==> src/rtl/mips_pipe_pkg.sv <==
// Shared pipeline types for the MIPS front end: fetch FSM states, IF/ID record
// and the bubble encoding used by every stage register.
package mips_pipe_pkg;

    localparam int unsigned PIPE_ADDR_W     = 32;
    localparam int unsigned PIPE_INSTR_W    = 32;
    localparam int unsigned DEFAULT_PC_STEP = 4;

    localparam logic [PIPE_INSTR_W-1:0] NOP_INSTR = '0;

    typedef enum logic [1:0] {
        REQ,
        WAIT,
        HOLD
    } fetch_state_t;

    typedef struct packed {
        logic                    valid;
        logic [PIPE_INSTR_W-1:0] instr;
        logic [PIPE_ADDR_W-1:0]  pc;
        logic [PIPE_ADDR_W-1:0]  pc4;
    } if_id_t;

    localparam if_id_t IF_ID_BUBBLE = '{
        valid: 1'b0,
        instr: NOP_INSTR,
        pc:    '0,
        pc4:   '0
    };

endpackage

==> src/rtl/if_fetch_stage_if.sv <==
// Instruction-memory request/response bus between the fetch stage (master)
// and the instruction memory (slave).
interface if_fetch_stage_if #(
    parameter int unsigned ADDR_W  = 32,
    parameter int unsigned INSTR_W = 32
) ();

    logic               imem_req;
    logic [ADDR_W-1:0]  imem_addr;
    logic               imem_rvalid;
    logic [INSTR_W-1:0] imem_rdata;

    modport master (
        output imem_req,
        output imem_addr,
        input  imem_rvalid,
        input  imem_rdata
    );

    modport slave (
        input  imem_req,
        input  imem_addr,
        output imem_rvalid,
        output imem_rdata
    );

endinterface

==> src/rtl/if_fetch_stage_if_id_reg.sv <==
// IF/ID pipeline register: flush beats load beats hold; anything else is a bubble.
module if_id_reg
    import mips_pipe_pkg::*;
(
    input  logic   clk,
    input  logic   rst,
    input  logic   flush_i,
    input  logic   load_i,
    input  logic   hold_i,
    input  if_id_t data_i,
    output if_id_t q_o
);

    if_id_t ifid_q;
    if_id_t ifid_d;

    always_comb begin
        ifid_d = IF_ID_BUBBLE;
        if (flush_i) begin
            ifid_d = IF_ID_BUBBLE;
        end else if (load_i) begin
            ifid_d = data_i;
        end else if (hold_i) begin
            ifid_d = ifid_q;
        end
    end

    always_ff @(posedge clk or posedge rst) begin
        if (rst) begin
            ifid_q <= IF_ID_BUBBLE;
        end else begin
            ifid_q <= ifid_d;
        end
    end

    assign q_o = ifid_q;

endmodule

==> src/rtl/if_fetch_stage.sv <==
// MIPS instruction-fetch stage: PC, single-outstanding imem request FSM, IF/ID.
// Define FETCH_PERF_EN to add saturating fetch/stall/kill performance counters.
module if_fetch_stage
    import mips_pipe_pkg::*;
#(
    parameter int unsigned       ADDR_W   = PIPE_ADDR_W,
    parameter int unsigned       INSTR_W  = PIPE_INSTR_W,
    parameter logic [ADDR_W-1:0] RESET_PC = '0,
    parameter int unsigned       PC_STEP  = DEFAULT_PC_STEP
) (
    input  logic                clk,
    input  logic                rst,
    input  logic                stall_pc,
    input  logic                stall_ifid,
    input  logic                flush_if,
    input  logic                redirect_valid,
    input  logic [ADDR_W-1:0]   redirect_pc,
    if_fetch_stage_if.master    imem,
    output logic                if_id_valid,
    output logic [INSTR_W-1:0]  if_id_instr,
    output logic [ADDR_W-1:0]   if_id_pc,
    output logic [ADDR_W-1:0]   if_id_pc4,
    output logic                fetch_busy
`ifdef FETCH_PERF_EN
    ,
    output logic [31:0]         perf_fetch_cnt,
    output logic [31:0]         perf_stall_cnt,
    output logic [31:0]         perf_kill_cnt
`endif
);

    fetch_state_t       state_q, state_d;
    logic [ADDR_W-1:0]  pc_q, pc_d;
    logic [ADDR_W-1:0]  pc_plus;
    logic               kill_q, kill_d;
    logic [INSTR_W-1:0] hold_q, hold_d;

    logic               resp_drop;
    logic               hold_drop;
    logic               load_ifid;
    logic               capture;
    logic               advance;
    logic [INSTR_W-1:0] load_instr;

    if_id_t             ifid_in;
    if_id_t             ifid_q;

    assign pc_plus   = pc_q + ADDR_W'(PC_STEP);
    assign resp_drop = kill_q | redirect_valid | flush_if;
    assign hold_drop = redirect_valid | flush_if;

    // State register plus the PC / kill / hold-buffer datapath it steers.
    always_ff @(posedge clk or posedge rst) begin
        if (rst) begin
            state_q <= REQ;
            pc_q    <= RESET_PC;
            kill_q  <= 1'b0;
            hold_q  <= '0;
        end else begin
            state_q <= state_d;
            pc_q    <= pc_d;
            kill_q  <= kill_d;
            hold_q  <= hold_d;
        end
    end

    // A redirect in REQ or in WAIT-without-response arms kill so the response
    // already in flight for the old PC is dropped when it lands.
    always_comb begin
        state_d    = state_q;
        kill_d     = kill_q;
        load_ifid  = 1'b0;
        capture    = 1'b0;
        advance    = 1'b0;
        load_instr = imem.imem_rdata;
        unique case (state_q)
            REQ: begin
                state_d = WAIT;
                kill_d  = redirect_valid;
            end
            WAIT: begin
                if (imem.imem_rvalid) begin
                    state_d = REQ;
                    kill_d  = 1'b0;
                    if (!resp_drop) begin
                        if (!stall_ifid) begin
                            load_ifid = 1'b1;
                            advance   = 1'b1;
                        end else begin
                            capture = 1'b1;
                            state_d = HOLD;
                        end
                    end
                end else if (redirect_valid) begin
                    kill_d = 1'b1;
                end
            end
            HOLD: begin
                if (hold_drop) begin
                    state_d = REQ;
                end else if (!stall_ifid) begin
                    load_ifid  = 1'b1;
                    advance    = 1'b1;
                    load_instr = hold_q;
                    state_d    = REQ;
                end
            end
            default: state_d = REQ;
        endcase
    end

    always_comb begin
        imem.imem_req = 1'b0;
        fetch_busy    = 1'b0;
        unique case (state_q)
            REQ:     imem.imem_req = !rst;
            WAIT:    fetch_busy    = 1'b1;
            default: ;
        endcase
    end

    always_comb begin
        pc_d = pc_q;
        if (redirect_valid) begin
            pc_d = redirect_pc;
        end else if (advance && !stall_pc) begin
            pc_d = pc_plus;
        end
        hold_d = capture ? imem.imem_rdata : hold_q;
    end

    assign imem.imem_addr = {pc_q[ADDR_W-1:2], 2'b00};

    always_comb begin
        ifid_in       = IF_ID_BUBBLE;
        ifid_in.valid = 1'b1;
        ifid_in.instr = PIPE_INSTR_W'(load_instr);
        ifid_in.pc    = PIPE_ADDR_W'(pc_q);
        ifid_in.pc4   = PIPE_ADDR_W'(pc_plus);
    end

    if_id_reg u_if_id_reg (
        .clk     (clk),
        .rst     (rst),
        .flush_i (flush_if),
        .load_i  (load_ifid),
        .hold_i  (stall_ifid),
        .data_i  (ifid_in),
        .q_o     (ifid_q)
    );

    assign if_id_valid = ifid_q.valid;
    assign if_id_instr = INSTR_W'(ifid_q.instr);
    assign if_id_pc    = ADDR_W'(ifid_q.pc);
    assign if_id_pc4   = ADDR_W'(ifid_q.pc4);

`ifdef FETCH_PERF_EN
    logic [31:0] perf_fetch_q;
    logic [31:0] perf_stall_q;
    logic [31:0] perf_kill_q;
    logic        drop_evt;

    assign drop_evt = ((state_q == WAIT) && imem.imem_rvalid && resp_drop) ||
                      ((state_q == HOLD) && hold_drop);

    always_ff @(posedge clk or posedge rst) begin
        if (rst) begin
            perf_fetch_q <= '0;
            perf_stall_q <= '0;
            perf_kill_q  <= '0;
        end else begin
            if (load_ifid && (perf_fetch_q != '1)) begin
                perf_fetch_q <= perf_fetch_q + 32'd1;
            end
            if (stall_ifid && (perf_stall_q != '1)) begin
                perf_stall_q <= perf_stall_q + 32'd1;
            end
            if (drop_evt && (perf_kill_q != '1)) begin
                perf_kill_q <= perf_kill_q + 32'd1;
            end
        end
    end

    assign perf_fetch_cnt = perf_fetch_q;
    assign perf_stall_cnt = perf_stall_q;
    assign perf_kill_cnt  = perf_kill_q;
`endif

endmodule

==> src/flat_wrapper.sv <==
// flat-port wrapper written by rule: the top's interface ports become plain ports
module if_fetch_stage_flat import mips_pipe_pkg::*;
#(
    parameter int unsigned       ADDR_W   = PIPE_ADDR_W,
    parameter int unsigned       INSTR_W  = PIPE_INSTR_W,
    parameter logic [ADDR_W-1:0] RESET_PC = '0,
    parameter int unsigned       PC_STEP  = DEFAULT_PC_STEP
)
  (clk, rst, stall_pc, stall_ifid, flush_if, redirect_valid, redirect_pc, if_id_valid, if_id_instr, if_id_pc, if_id_pc4, fetch_busy, imem_imem_req, imem_imem_addr, imem_imem_rvalid, imem_imem_rdata);
  if_fetch_stage_if #(.ADDR_W(ADDR_W), .INSTR_W(INSTR_W)) imem_i ();
  input  logic clk;
  input  logic rst;
  input  logic stall_pc;
  input  logic stall_ifid;
  input  logic flush_if;
  input  logic redirect_valid;
  input  logic [ADDR_W-1:0] redirect_pc;
  output logic if_id_valid;
  output logic [INSTR_W-1:0] if_id_instr;
  output logic [ADDR_W-1:0] if_id_pc;
  output logic [ADDR_W-1:0] if_id_pc4;
  output logic fetch_busy;
  output wire logic [$bits(imem_i.imem_req)-1:0] imem_imem_req;
  output wire logic [$bits(imem_i.imem_addr)-1:0] imem_imem_addr;
  input wire logic [$bits(imem_i.imem_rvalid)-1:0] imem_imem_rvalid;
  input wire logic [$bits(imem_i.imem_rdata)-1:0] imem_imem_rdata;
  assign imem_imem_req = imem_i.imem_req;
  assign imem_imem_addr = imem_i.imem_addr;
  assign imem_i.imem_rvalid = imem_imem_rvalid;
  assign imem_i.imem_rdata = imem_imem_rdata;
  if_fetch_stage #(.ADDR_W(ADDR_W), .INSTR_W(INSTR_W), .RESET_PC(RESET_PC), .PC_STEP(PC_STEP)) u_core (.clk(clk), .rst(rst), .stall_pc(stall_pc), .stall_ifid(stall_ifid), .flush_if(flush_if), .redirect_valid(redirect_valid), .redirect_pc(redirect_pc), .imem(imem_i), .if_id_valid(if_id_valid), .if_id_instr(if_id_instr), .if_id_pc(if_id_pc), .if_id_pc4(if_id_pc4), .fetch_busy(fetch_busy));
endmodule
==> config.mk <==
export PLATFORM = sky130hd
export DESIGN_NAME = if_fetch_stage_flat
export DESIGN_NICKNAME = d
export VERILOG_FILES = /design/src/rtl/mips_pipe_pkg.sv /design/src/rtl/if_fetch_stage_if.sv /design/src/rtl/if_fetch_stage_if_id_reg.sv /design/src/rtl/if_fetch_stage.sv /design/src/flat_wrapper.sv
export SDC_FILE = /design/constraint.sdc
export NUM_CORES = 1
export LEC_CHECK = 0
export ABC_AREA = 1
export CORE_AREA = 10 10 136 138
export DETAILED_ROUTE_END_ITERATION = 16
export DIE_AREA = 0 0 146 148
export PLACE_DENSITY_LB_ADDON = 0.1
export SETUP_SLACK_MARGIN = 0.2
export SYNTH_ARGS = -nofsm -noshare
export SYNTH_HDL_FRONTEND = slang
export SYNTH_HIERARCHICAL = 1
export SYNTH_SLANG_ARGS = --single-unit
==> constraint.sdc <==
create_clock -name clk -period 5.72 [get_ports clk]
set_input_delay 0.572 -clock clk [delete_from_list [all_inputs] [get_ports clk]]
set_output_delay 0.572 -clock clk [all_outputs]
set_load 0.05 [all_outputs]
Word level (Yosys, flattened, before mapping)
Cells that the tools add are included.
Widths: inputs -> output; s select.
{ "totals": {"in_bits": 71, "wordCells": 54, "regBits": 164, "out_inout_bits": 131} }
{ "classes": {"n_mux": 28, "n_reduce_logical": 8, "n_eq_ne": 6, "n_bitwise": 3, "add_sub_neg": 1} }
{ "ops": {"columns": ["cell", "n"], "rows": [
  ["$mux 97", 3],
  ["$mux 32", 5],
  ["$add 32x3->32 const B", 1],
  ["$mux 1", 12],
  ["$mux 2", 5],
  ["$pmux 2 s3", 1],
  ["$pmux 1 s2", 2],
  ["$reduce_and 2->1", 2],
  ["$reduce_bool 2->1", 2],
  ["$ne 3x1->1 const B", 1],
  ["$ne 3x2->1 const B", 1],
  ["$ne 3x3->1 const B", 1],
  ["$or 1x1->1", 3],
  ["$eq 2x1->1 const B", 1],
  ["$eq 2x2->1 const B", 1],
  ["$logic_not 1->1", 2],
  ["$logic_not 2->1", 1],
  ["$ne 2x2->1 const B", 1],
  ["$logic_and 1x1->1", 1]
]} }

Depth between registers and ports, before layout
{ "depth": {"word_depth": 8, "depth_mapped": 14, "ltp_nobuf": 12} }

Hierarchy
Netlist, hierarchy kept.
{ "by_module_without_submodules": {"columns": ["mod", "cells_per_inst", "area_per_inst_um2", "n_inst"], "rows": [
  ["if_fetch_stage", 633, 4245.3, 1],
  ["if_id_reg", 423, 3816.2, 1]
]} }

Worst setup path before layout
OpenSTA, ideal clock, no wires.
{ "synth_path": {"kind": "reg-to-reg", "start": "register u_core.state_q[1]", "end": "register u_core/u_if_id_reg/q_o[46] (netlist name)", "arrival_ps": 2066, "stages_incl_launch_ff": 15, "period_less_slack_ps": 2133, "setup_ps": 67, "path_buffers": 2, "required_ps": 5653, "slack_ps": 3587, "path_cell_list": "dfrtp_1 inv_1 ha_1 nand2_1 nor2_1 nand2_1 nand2_1 nand2_1 inv_1 inv_2 nor2_2 buf_4 buf_4 nand2_1 nand2_1"} }
{ "synth_via": {"elab_chain_len": 4, "elab_cells_between_ends": 6, "classes_between": "eq/ne (3); mux (3)"} }
{ "synth_lines": {"columns": ["element", "line_no", "source"], "rows": [
  ["from (decl)", "if_fetch_stage.sv:32", "fetch_state_t state_q, state_d;"],
  ["from (signal assigned)", "if_fetch_stage.sv:60", "state_q <= state_d;"],
  ["$eq 2x2->1 / $eq 2x1->1 (equally long branches)", null, null],
  ["$pmux 1 s2 (*)", null, null],
  ["via u_core.advance", "if_fetch_stage.sv:42", "logic advance;"],
  ["$mux 97", "if_fetch_stage_if_id_reg.sv:21", "end else if (load_i) begin"],
  ["$mux 97", "if_fetch_stage_if_id_reg.sv:19", "if (flush_i) begin"]
]} }
Mark *: on every way through the listed nets, which the timed path passes. The rest lies on a longest branch.
A chain may end at the register's enable or synchronous reset.

Worst setup path after layout
{ "layout_path": {"start": "input port redirect_valid", "end": "register u_core.pc_q[16]"} }
{ "layout_via": {"elab_chain_len": 7, "elab_cells_between_ends": 10, "classes_between": "mux (5); bitwise (3); reduce/logical (2)"} }
{ "layout_lines": {"columns": ["element", "line_no", "source"], "rows": [
  ["from (decl)", "flat_wrapper.sv:16", "input logic redirect_valid;"],
  ["$or 1x1->1 (2 in series)", "if_fetch_stage.sv:49", "assign resp_drop = kill_q | redirect_valid | flush_if;"],
  ["$mux 1", "if_fetch_stage.sv:85", "if (!resp_drop) begin"],
  ["$mux 1", "if_fetch_stage.sv:82", "if (imem.imem_rvalid) begin"],
  ["$pmux 1 s2", "if_fetch_stage.sv:76", "unique case (state_q)"],
  ["$logic_and 1x1->1", "if_fetch_stage.sv:126", "end else if (advance && !stall_pc) begin"],
  ["$reduce_bool 2->1 (no line)", null, null],
  ["to (signal assigned)", "if_fetch_stage.sv:61", "pc_q <= pc_d;"],
  ["to (decl)", "if_fetch_stage.sv:33", "logic [ADDR_W-1:0] pc_q, pc_d;"]
]} }
Parallel ways exist; a longest one is shown, timed or not.

==> impl_results.md <==
- Status: completed
- Vias per cell: 5.08
- Core Region: about 0.016 mm²
- Largest net degree at the start of global routing: 101
- CTS sink cnt: approximately 160
- First-pass GRT wire length: 38300 µm
- Final Setup Violations: 0
- Clock Latency Late Sink: 430 ps
- Unrepaired setup endpoints after global routing: no
- Cts bufs inserted: 17
- Arrival @ worst endpoint: 3570 ps
- Area of the mapped netlist: 0.00806 mm²
- Seq pwr share: 44.0%
- Placement Rows: 46
- VDD IR max: 0.191 mV
- CTS Root Cell: clkbuf_16
- Final clock skew: 8.38 ps
- Slew HR: a little over a quarter
- Critical path, cell by cell: clkdlybuf4s50_1 -> nor2_1 -> nand3_2 -> nand2_1 -> nand3b_1 -> inv_1 -> nand2_1 -> nand3_1
- Flops & latches, synth: 164
- TritonCTS clock tree: yes
- CP max-delay cell: inv_1
- Antenna violations before repair: 1
- DRT Pass-1 Iters: 7
- Sw Ratio: a little under a third
- H-tree levels: 4
- Hold Crit Class: reg -> reg
- Hold_buf cts: 0
- Total chip power: around 3.2 mW
- Total grt overflow: 0
- CP bufs+invs: 2
- Tot GR Track Use: about 22%
- Share of cells above drive strength 1: around 5.3%
- Net count, final: 1299
- Final Wtd Congestion: ~0.9
- Cell Int Power: 2.23 mW
- Maximum root-to-sink buffer count: 2
- P_sw: 0.957 mW
- Post-route setup TNS: 0 ps
- Delay-heaviest family, CP: buffers and inverters
- Critical path capture point type: register
- Fin. Hold Viols: 0
- Min cycle time layout: 3210 ps
- CP max stage delay: 860 ps
- Critical path class: in -> reg
- Clk pwr share: 36.7%
- Setup repair bufs after CTS: 0
- Pleak: between 5 and 6 nW
- Vias in the first global route: around 7.3k
- DP HPWL: 16000 µm
- Starting Density: between 50 and 60%
- Synth cell types: 27
- Die Area: 0.0216 mm²
- Avg Cell Area, Syn: 7.63 µm²
- Slew @ Worst Pin: roughly 1100 ps
- CP required: 6080 ps
- CTS resizes: 0
- I/O Buffers: 199
- Initial DRC count: between 500 and 600
- Worst Path Max Fanout: 23
- Logic pwr share: 19.3%
- Post-route ant nets: 0
- I/O Pins: 202
- Total wire length: about 23000 µm
- CTS clock-pin slew for the worst setup and hold paths: 60 ps
- Ys Warns: 6
- Slew Limit Fails: 0
- CP most frequent cell: nand2_1
- Mean routed wirelength per cell: around 16 µm
- F_max: between 0.3 and 0.4 GHz
- CP startpoint kind: input pin
- Cells after DPL: ~1.4k
- Post-route insts no fill: 1453
- Die Y: 148 µm
- Period utilization: 56.2%
- Cell count after synthesis: between 1k and 1.5k
- Vias after detailed routing: 7384
- Most frequent cells in the layout: nand2_1, clkdlybuf4s50_1, dfrtp_1, nand3_1, o21ai_0
- Area Growth Syn to Fin: 32.6%
- Die X: 146 µm
- Sequential share of the synthesized area: 50.9%
- Post-route DRC: 0
- PD cells: ~300 mW/mm²
- Most common cell after layout, fill and taps aside: nand2_1
- Max-Cap Viols: 0
[synthesized netlist by cell type (all sizes together)]
master	count	area share, %
nand2	449	21
nor2	52	3.1
clkbuf	22	1.3
nor3	2	0.12
ha	4	0.62
inv	73	3.4
nand3b	6	0.56
xnor2	7	0.76
dfrtp	164	51
a21oi	1	0.062
a311oi	1	0.11
nand3	156	9.7
o21ai	75	4.7
conb	2	0.093
xor2	6	0.93
buf	36	2.4
[path summary, 6_finish.rpt]
kind                                                              from                                     end  slack (ps)  depth (start not counted)
worst max register to register           u_core/state_q[1]$_DFFE_PP0P_             u_core/pc_q[16]$_DFFE_PP0P_        2860                         10
min in group asynchronous                                          rst  u_core/u_if_id_reg/q_o[87]$_DFFE_PP0P_         620                          2
worst min-delay path            u_core/u_if_id_reg/q_o[82]$_DFFE_PP0P_  u_core/u_if_id_reg/q_o[82]$_DFFE_PP0P_         490                          2
worst max-delay path                                    redirect_valid             u_core/pc_q[16]$_DFFE_PP0P_        2510                          8
worst min register to register  u_core/u_if_id_reg/q_o[82]$_DFFE_PP0P_  u_core/u_if_id_reg/q_o[82]$_DFFE_PP0P_         490                          2
max in group asynchronous                                          rst  u_core/u_if_id_reg/q_o[12]$_DFFE_PP0P_        3940                          3
[power by group through the flow]
stage,combinational (mW),clock (mW),sequential (mW)
final,0.615,1.17,1.40
after global placement,0.604,0,1.42
after CTS,0.619,1.19,1.40
after detailed placement,0.613,0,1.42
after floorplan,0.309,0,1.50
after global routing,0.686,1.24,1.42
[state kept, by name (all words and copies together), names as in the netlist]
signal,flops
u_core/u_if_id_reg/q_o,97
u_core/hold_q,32
u_core/pc_q,32
u_core/state_q,2
u_core/kill_q,1
[per-layer routing]
layer	share of wire (%)	vias up	track usage (%)
met4	2.6	0	9.01
met5	0	-	0
met2	47	212	34.8
li1	-	3663	-
met1	42	3473	26.1
met3	7.9	36	7.48
[metrics by stage]
| stage | setup slack, ps | cell area [µm²] | util [%] | hold slack [ps] |
|---|---|---|---|---|
| detailed placement | 2080 | 10100 | 64.3 | 486 |
| finish | 2510 | 10700 | 68.0 | 493 |
| floorplan | 2610 | 8070 | - | 464 |
| global placement | 2110 | 10100 | 64.3 | 480 |
| global route | 2170 | 10700 | 68.0 | 517 |
| CTS | 2530 | 10700 | 68.0 | 499 |
[area by class of cell]
cell class / count / area (µm²)
antenna: 1 / 2.50
clock buffer: 22 / 464
clock inverter: 9 / 129
fill: 1343 / 5020
inverter: 73 / 277
multi-input combinational: 762 / 3400
sequential: 164 / 4100
tap: 216 / 270
timing repair buffer: 206 / 2040
[worst min-delay path: cells and delay by family, from the launching register on]
family           cells  cell delay (ps)
DFF                  1              340
and+or+nand+nor      2              120
[cell families after synthesis]
family                   share of synthesized area (%)
buffers and inverters                             7.11
other                                           0.0932
adder cells (fa/ha/maj)                          0.621
AND/OR/NAND/NOR                                   34.8
AO/OA/AOI/OAI                                     4.83
flip-flops                                        50.9
XOR/XNOR                                          1.69
Power figures use the tool's default switching activity.
